==> config.mk <==
export PLATFORM = sky130hd
export DESIGN_NAME = stopwatch_ctrl
export DESIGN_NICKNAME = d
export VERILOG_FILES = /design/src/rtl/stopwatch_ctrl.sv
export SDC_FILE = /design/constraint.sdc
export NUM_CORES = 1
export LEC_CHECK = 0
export BUFFER_PORTS_ARGS = -buffer_cell sky130_fd_sc_hd__buf_4
export CELL_PAD_IN_SITES_DETAIL_PLACEMENT = 0
export CELL_PAD_IN_SITES_GLOBAL_PLACEMENT = 1
export CORE_MARGIN = 4
export CORE_UTILIZATION = 43
export CTS_BUF_LIST = sky130_fd_sc_hd__clkbuf_4
export CTS_CLUSTER_SIZE = 24
export DETAILED_ROUTE_END_ITERATION = 16
export PLACE_DENSITY = 0.82
export SYNTH_ARGS = -nofsm -noshare
export SYNTH_HDL_FRONTEND = slang
export SYNTH_SLANG_ARGS = --single-unit
==> constraint.sdc <==
create_clock -name clk -period 2.1 [get_ports clk]
set_clock_uncertainty 0.15 [all_clocks]
set_input_delay 0.105 -clock clk [delete_from_list [all_inputs] [get_ports clk]]
set_output_delay 0.105 -clock clk [all_outputs]
set_load 0.05 [all_outputs]
==> src/rtl/stopwatch_ctrl.sv <==
// Stopwatch control front-end: button debounce, idle/run/pause/lap sequencing,
// counter toggle/clear pulses and lap snapshot. Lap feature enabled by SWCTRL_LAP_EN.
module stopwatch_ctrl #(
  parameter int unsigned DEBOUNCE_CYCLES = 500000,
  parameter int unsigned DB_W            = 20
) (
  input  logic        clk,
  input  logic        reset,
  input  logic        btn_ss,
  input  logic        btn_lr,
  input  logic [23:0] time_in,
  output logic        run_toggle,
  output logic        timer_clr,
  output logic [23:0] disp_out,
  output logic        running,
  output logic        lap_active,
  output logic [1:0]  state
);

  localparam logic [1:0] ST_IDLE  = 2'b00;
  localparam logic [1:0] ST_RUN   = 2'b01;
  localparam logic [1:0] ST_PAUSE = 2'b10;
`ifdef SWCTRL_LAP_EN
  localparam logic [1:0] ST_LAP   = 2'b11;
`endif
  localparam logic [DB_W-1:0] CNT_LAST = DB_W'(DEBOUNCE_CYCLES - 1);

  // Button index 0 = start/stop, 1 = lap/reset.
  logic [1:0]            btn_raw;
  logic [1:0]            sync1_q, sync2_q, db_q, db_dly_q, ev_q;
  logic [1:0][DB_W-1:0]  cnt_q;
  logic                  ev_ss, ev_lr;

  assign btn_raw = {btn_lr, btn_ss};
  assign ev_ss   = ev_q[0];
  assign ev_lr   = ev_q[1];

  // Synchronize, debounce, and flag debounced rising edges one cycle later.
  always_ff @(posedge clk or posedge reset) begin
    if (reset) begin
      sync1_q  <= '0;
      sync2_q  <= '0;
      db_q     <= '0;
      db_dly_q <= '0;
      ev_q     <= '0;
      cnt_q    <= '0;
    end else begin
      sync1_q  <= btn_raw;
      sync2_q  <= sync1_q;
      db_dly_q <= db_q;
      ev_q     <= db_q & ~db_dly_q;
      for (int i = 0; i < 2; i++) begin
        if (sync2_q[i] == db_q[i]) begin
          cnt_q[i] <= '0;
        end else if (cnt_q[i] == CNT_LAST) begin
          db_q[i]  <= sync2_q[i];
          cnt_q[i] <= '0;
        end else begin
          cnt_q[i] <= cnt_q[i] + DB_W'(1);
        end
      end
    end
  end

  logic [1:0] state_q, state_d;
  logic       run_toggle_q, run_toggle_d;
  logic       timer_clr_q, timer_clr_d;
  logic       running_q, running_d;
`ifdef SWCTRL_LAP_EN
  logic [23:0] lap_q, lap_d;
  logic        lap_active_q, lap_active_d;
`endif

  always_ff @(posedge clk or posedge reset) begin
    if (reset) begin
      state_q      <= ST_IDLE;
      run_toggle_q <= 1'b0;
      timer_clr_q  <= 1'b0;
      running_q    <= 1'b0;
`ifdef SWCTRL_LAP_EN
      lap_q        <= '0;
      lap_active_q <= 1'b0;
`endif
    end else begin
      state_q      <= state_d;
      run_toggle_q <= run_toggle_d;
      timer_clr_q  <= timer_clr_d;
      running_q    <= running_d;
`ifdef SWCTRL_LAP_EN
      lap_q        <= lap_d;
      lap_active_q <= lap_active_d;
`endif
    end
  end

  // Start/stop has priority; a coincident lap/reset event is dropped.
  always_comb begin
    state_d      = state_q;
    run_toggle_d = 1'b0;
    timer_clr_d  = 1'b0;
`ifdef SWCTRL_LAP_EN
    lap_d        = lap_q;
`endif
    case (state_q)
      ST_IDLE: begin
        if (ev_ss) begin
          state_d      = ST_RUN;
          run_toggle_d = 1'b1;
        end else if (ev_lr) begin
          timer_clr_d  = 1'b1;
        end
      end
      ST_RUN: begin
        if (ev_ss) begin
          state_d      = ST_PAUSE;
          run_toggle_d = 1'b1;
        end
`ifdef SWCTRL_LAP_EN
        else if (ev_lr) begin
          state_d      = ST_LAP;
          lap_d        = time_in;
        end
`endif
      end
`ifdef SWCTRL_LAP_EN
      ST_LAP: begin
        if (ev_ss) begin
          state_d      = ST_PAUSE;
          run_toggle_d = 1'b1;
        end else if (ev_lr) begin
          state_d      = ST_RUN;
        end
      end
`endif
      ST_PAUSE: begin
        if (ev_ss) begin
          state_d      = ST_RUN;
          run_toggle_d = 1'b1;
        end else if (ev_lr) begin
          state_d      = ST_IDLE;
          timer_clr_d  = 1'b1;
`ifdef SWCTRL_LAP_EN
          lap_d        = '0;
`endif
        end
      end
      default: state_d = ST_IDLE;
    endcase
`ifdef SWCTRL_LAP_EN
    running_d    = (state_d == ST_RUN) || (state_d == ST_LAP);
    lap_active_d = (state_d == ST_LAP);
`else
    running_d    = (state_d == ST_RUN);
`endif
  end

  assign state      = state_q;
  assign run_toggle = run_toggle_q;
  assign timer_clr  = timer_clr_q;
  assign running    = running_q;
`ifdef SWCTRL_LAP_EN
  assign lap_active = lap_active_q;
  assign disp_out   = lap_active_q ? lap_q : time_in;
`else
  assign lap_active = 1'b0;
  assign disp_out   = time_in;
`endif

endmodule

==> results.py <==
metrics = {
    "status": {
        "status": "finished clean",
    },
    "run": {
        "maxCapViolCount": 0,
    },
    "logic_synthesis": {
        "avgSynthCellArea_um2": 10.4,
        "synth_edf_count": 0,
        "ys_types": 35,
        "ys_ff_latch": 55,
        "syn_inst": 260,
        "ys_seq_area_share_pct": 50.7,
        "dominantRegCellSynth": "dfrtp_1",
        "netlist_area_mm2": 0.00271,
        "ys_async_sr_fraction_pct": 100,
        "synth_fp_nets": 290,
        "yosys_warnings": 0,
    },
    "power_and_ir_drop": {
        "ir_drop_v": 0.000326,
        "power_frac_comb_pct": 4.3,
        "power_frac_clock_pct": 34.0,
        "seqPwrFrac_pct": 61.7,
        "p_int_mw": 1.36,
        "powerDensity_mw_per_mm2": 623,
        "p_sw_uw": 403,
        "power.leakage_nw": 1.22,
        "swShare_pct": 22.9,
    },
    "placement": {
        "dpl.hpwl_um": 3090,
        "io_buffer_count": 8,
        "gp_congestion": 0.867,
    },
    "detailed_routing": {
        "drt_pass1_iterations": 4,
        "wl_per_cell_um": 13.4,
        "route.final.wire_length_um": 4420,
        "drt_iter0_drc": 121,
        "drcViolationCount": 0,
        "ant_nets": 0,
        "via_count": 1765,
        "via_per_inst": 5.35,
    },
    "layout": {
        "fillers": 556,
        "regArea_mm2": 0.00138,
        "layout_commonest_cell": "dfrtp_1",
        "final_util_pct": 46.9,
        "multi_input_area_mm2": 0.00110,
        "diodes": 0,
        "drive_gt1_share_pct": 12.5,
        "layout_common_cells": "dfrtp_1 (55), nor2_1 (36), xnor2_1 (17)",
        "syn2layout_area_growth_pct": 4.20,
        "fin_nets": 284,
    },
    "critical_path": {
        "critical_path_required_ns": 2.24,
        "cp-start-kind": "flop",
        "max_stage_delay_ns": 0.43,
        "critPathCaptureType": "flop",
        "cpLargestDelayFamily": "simple AND/OR/NAND/NOR gates",
        "path_cells": "ha_1 > and4_1 > nand4_1 > nor2_1 > mux2_2",
        "arrival_ns": 2.08,
        "crit_type": "reg2reg",
        "crit_buf_inv": 0,
        "cp_max_fo": 5,
        "worst_path_max_delay_cell": "dfrtp_1",
    },
    "sta": {
        "slew_viol_final": 0,
        "hold_viol": 0,
        "clock.fmax_ghz": 0.516,
        "finalSetupTns_ns": 0,
        "rsz0062_at_grt": "no",
        "finalSetupViolCount": 0,
        "min_period_ns": 1.94,
        "post-route-period-util_pct": 92.3,
    },
    "clocking": {
        "cts-buffers-inserted": 5,
        "h-tree-depth": 2,
        "post_cts_resized": 0,
        "clk_latency_ns": 0.38,
        "clk_pin_slew_worst_paths_ns": 0.16,
        "postCtsSetupBuffers": 0,
        "cts_tree": "yes",
        "cts-root-buf": "clkbuf_4",
        "cts_num_sinks": 55,
        "clockBufferDepth": 2,
    },
    "floorplanning": {
        "row_count": 28,
        "initial_core_util_pct": 45.0,
        "io_pins": 58,
        "die_h_um": 87.4,
        "die_area_mm2": 0.00765,
        "core_mm2": 0.00603,
        "die_x_um": 87.4,
    },
    "global_routing": {
        "grt_pass1_vias": 1705,
        "grt_usage_pct": 12.9,
        "grt_overflow": 0,
        "grt_pass1_wl_um": 7870,
        "grt_most_used_layer": "met2",
        "grt_use_met2_pct": 19.0,
        "grtUsageMet1_pct": 18.2,
        "grt_max_degree": 56,
        "gr-usage-met3_pct": 3.22,
        "antenna_found_initial": 0,
    },
    "worst_hold_path": {
        "hp-class": "in2out",
    },
}
## power groups by stage
stage                     clock network (mW)  registers, mW  logic (mW)
after floorplan                            0           1.10       0.171
after global placement                     0           1.10      0.0732
after detailed placement                   0           1.11      0.0733
after CTS                              0.622           1.09      0.0779
after global routing                   0.659           1.09      0.0867
final                                  0.599           1.09      0.0754
## sequential cells by signal, summed over array words and instances (netlist names)
name        count
cnt_q          40
sync2_q         2
run_toggle      1
db_dly_q        2
running         1
db_q            2
timer_clr       1
state           2
sync1_q         2
ev_q            2
## stage by stage
step | area [µm²] | std cells | power [mW] | hold slack, ns | setup slack (ns)
2_1_floorplan | 2710 | 260 | 1.27 | -0.0136 | 0.230
3_3_place_gp | 2710 | 319 | 1.18 | 0.0332 | 0.249
3_5_place_dp | 2710 | 319 | 1.18 | 0.0391 | 0.197
4_1_cts | 2830 | 330 | 1.79 | 0.0603 | 0.174
5_1_grt | 2830 | 330 | 1.83 | 0.0601 | 0.0357
6_report | 2830 | 330 | 1.76 | 0.0600 | 0.162
## path summary, 6_finish.rpt
path	cells after the start	slack, ns	from	to
hold reg to reg	0	0.22	sync1_q[0]	sync2_q[0]
hold / removal	0	0.06	time_in[10]	disp_out[10]
min in group asynchronous	4	0.15	reset	running
setup reg to reg	5	0.16	cnt_q[0]	db_q[0]
max in group asynchronous	4	1.39	reset	cnt_q[24]
setup / recovery	5	0.16	cnt_q[0]	db_q[0]
## worst register-to-register path, stage by stage, from the launching register on
cell and delay [ns]:
dfrtp_1 0.43, ha_1 0.24, and4_1 0.27, nand4_1 0.13
nor2_1 0.26, mux2_2 0.36
## cell families (layout without fill, tap and decap cells)
kind of cell | after synthesis | count (layout) | synth area share (%)
muxes | 7 | 7 | 2.67
AOI/OAI and AO/OA | 13 | 13 | 2.63
DFF | 55 | 55 | 50.7
xor gates and xnor gates | 32 | 32 | 10.3
adders and majority gates | 2 | 2 | 0.922
and+or+nand+nor | 114 | 114 | 23.9
buffers and inverters | 36 | 31 | 8.67
other | 1 | 1 | 0.138
## per-layer routing
layer  part of all wire [%]  up-vias
li1                       -      868
met1                     49      846
met2                     44       42
met3                    5.2        9
met4                    1.8        0
met5                      0        -
## synthesized netlist by cell type (all sizes together), types with 3 or more instances
master / n / area [µm²]
xnor2: 17 / 149
and4: 5 / 43.8
nand3: 12 / 60.1
xor2: 15 / 131
clkbuf: 3 / 15.0
buf: 27 / 198
o21ai: 6 / 30.0
nand2: 9 / 33.8
nor2: 36 / 135
nor3: 4 / 20.0
or3: 5 / 31.3
a21oi: 6 / 30.0
mux2i: 5 / 50.1
dfrtp: 55 / 1380
nand4: 18 / 125
inv: 6 / 22.5
nor4: 12 / 96.3
## area by class of cell
class | instances | share of cell area [%]
Clock buffer | 5 | 1.33
Clock inverter | 3 | 1.68
Inverter | 6 | 0.796
Multi-Input combinational cell | 169 | 39.0
Sequential cell | 55 | 48.7
Tap cell | 75 | 3.32
Timing Repair Buffer | 17 | 5.22
## timing repair
action | in CTS | in global routing
endpoints found under the hold margin | 57 | 0
hold buffers | 3 | 0
endpoints found under the setup margin | 0 | 0
No activity file was read; power rests on OpenSTA's default activity.
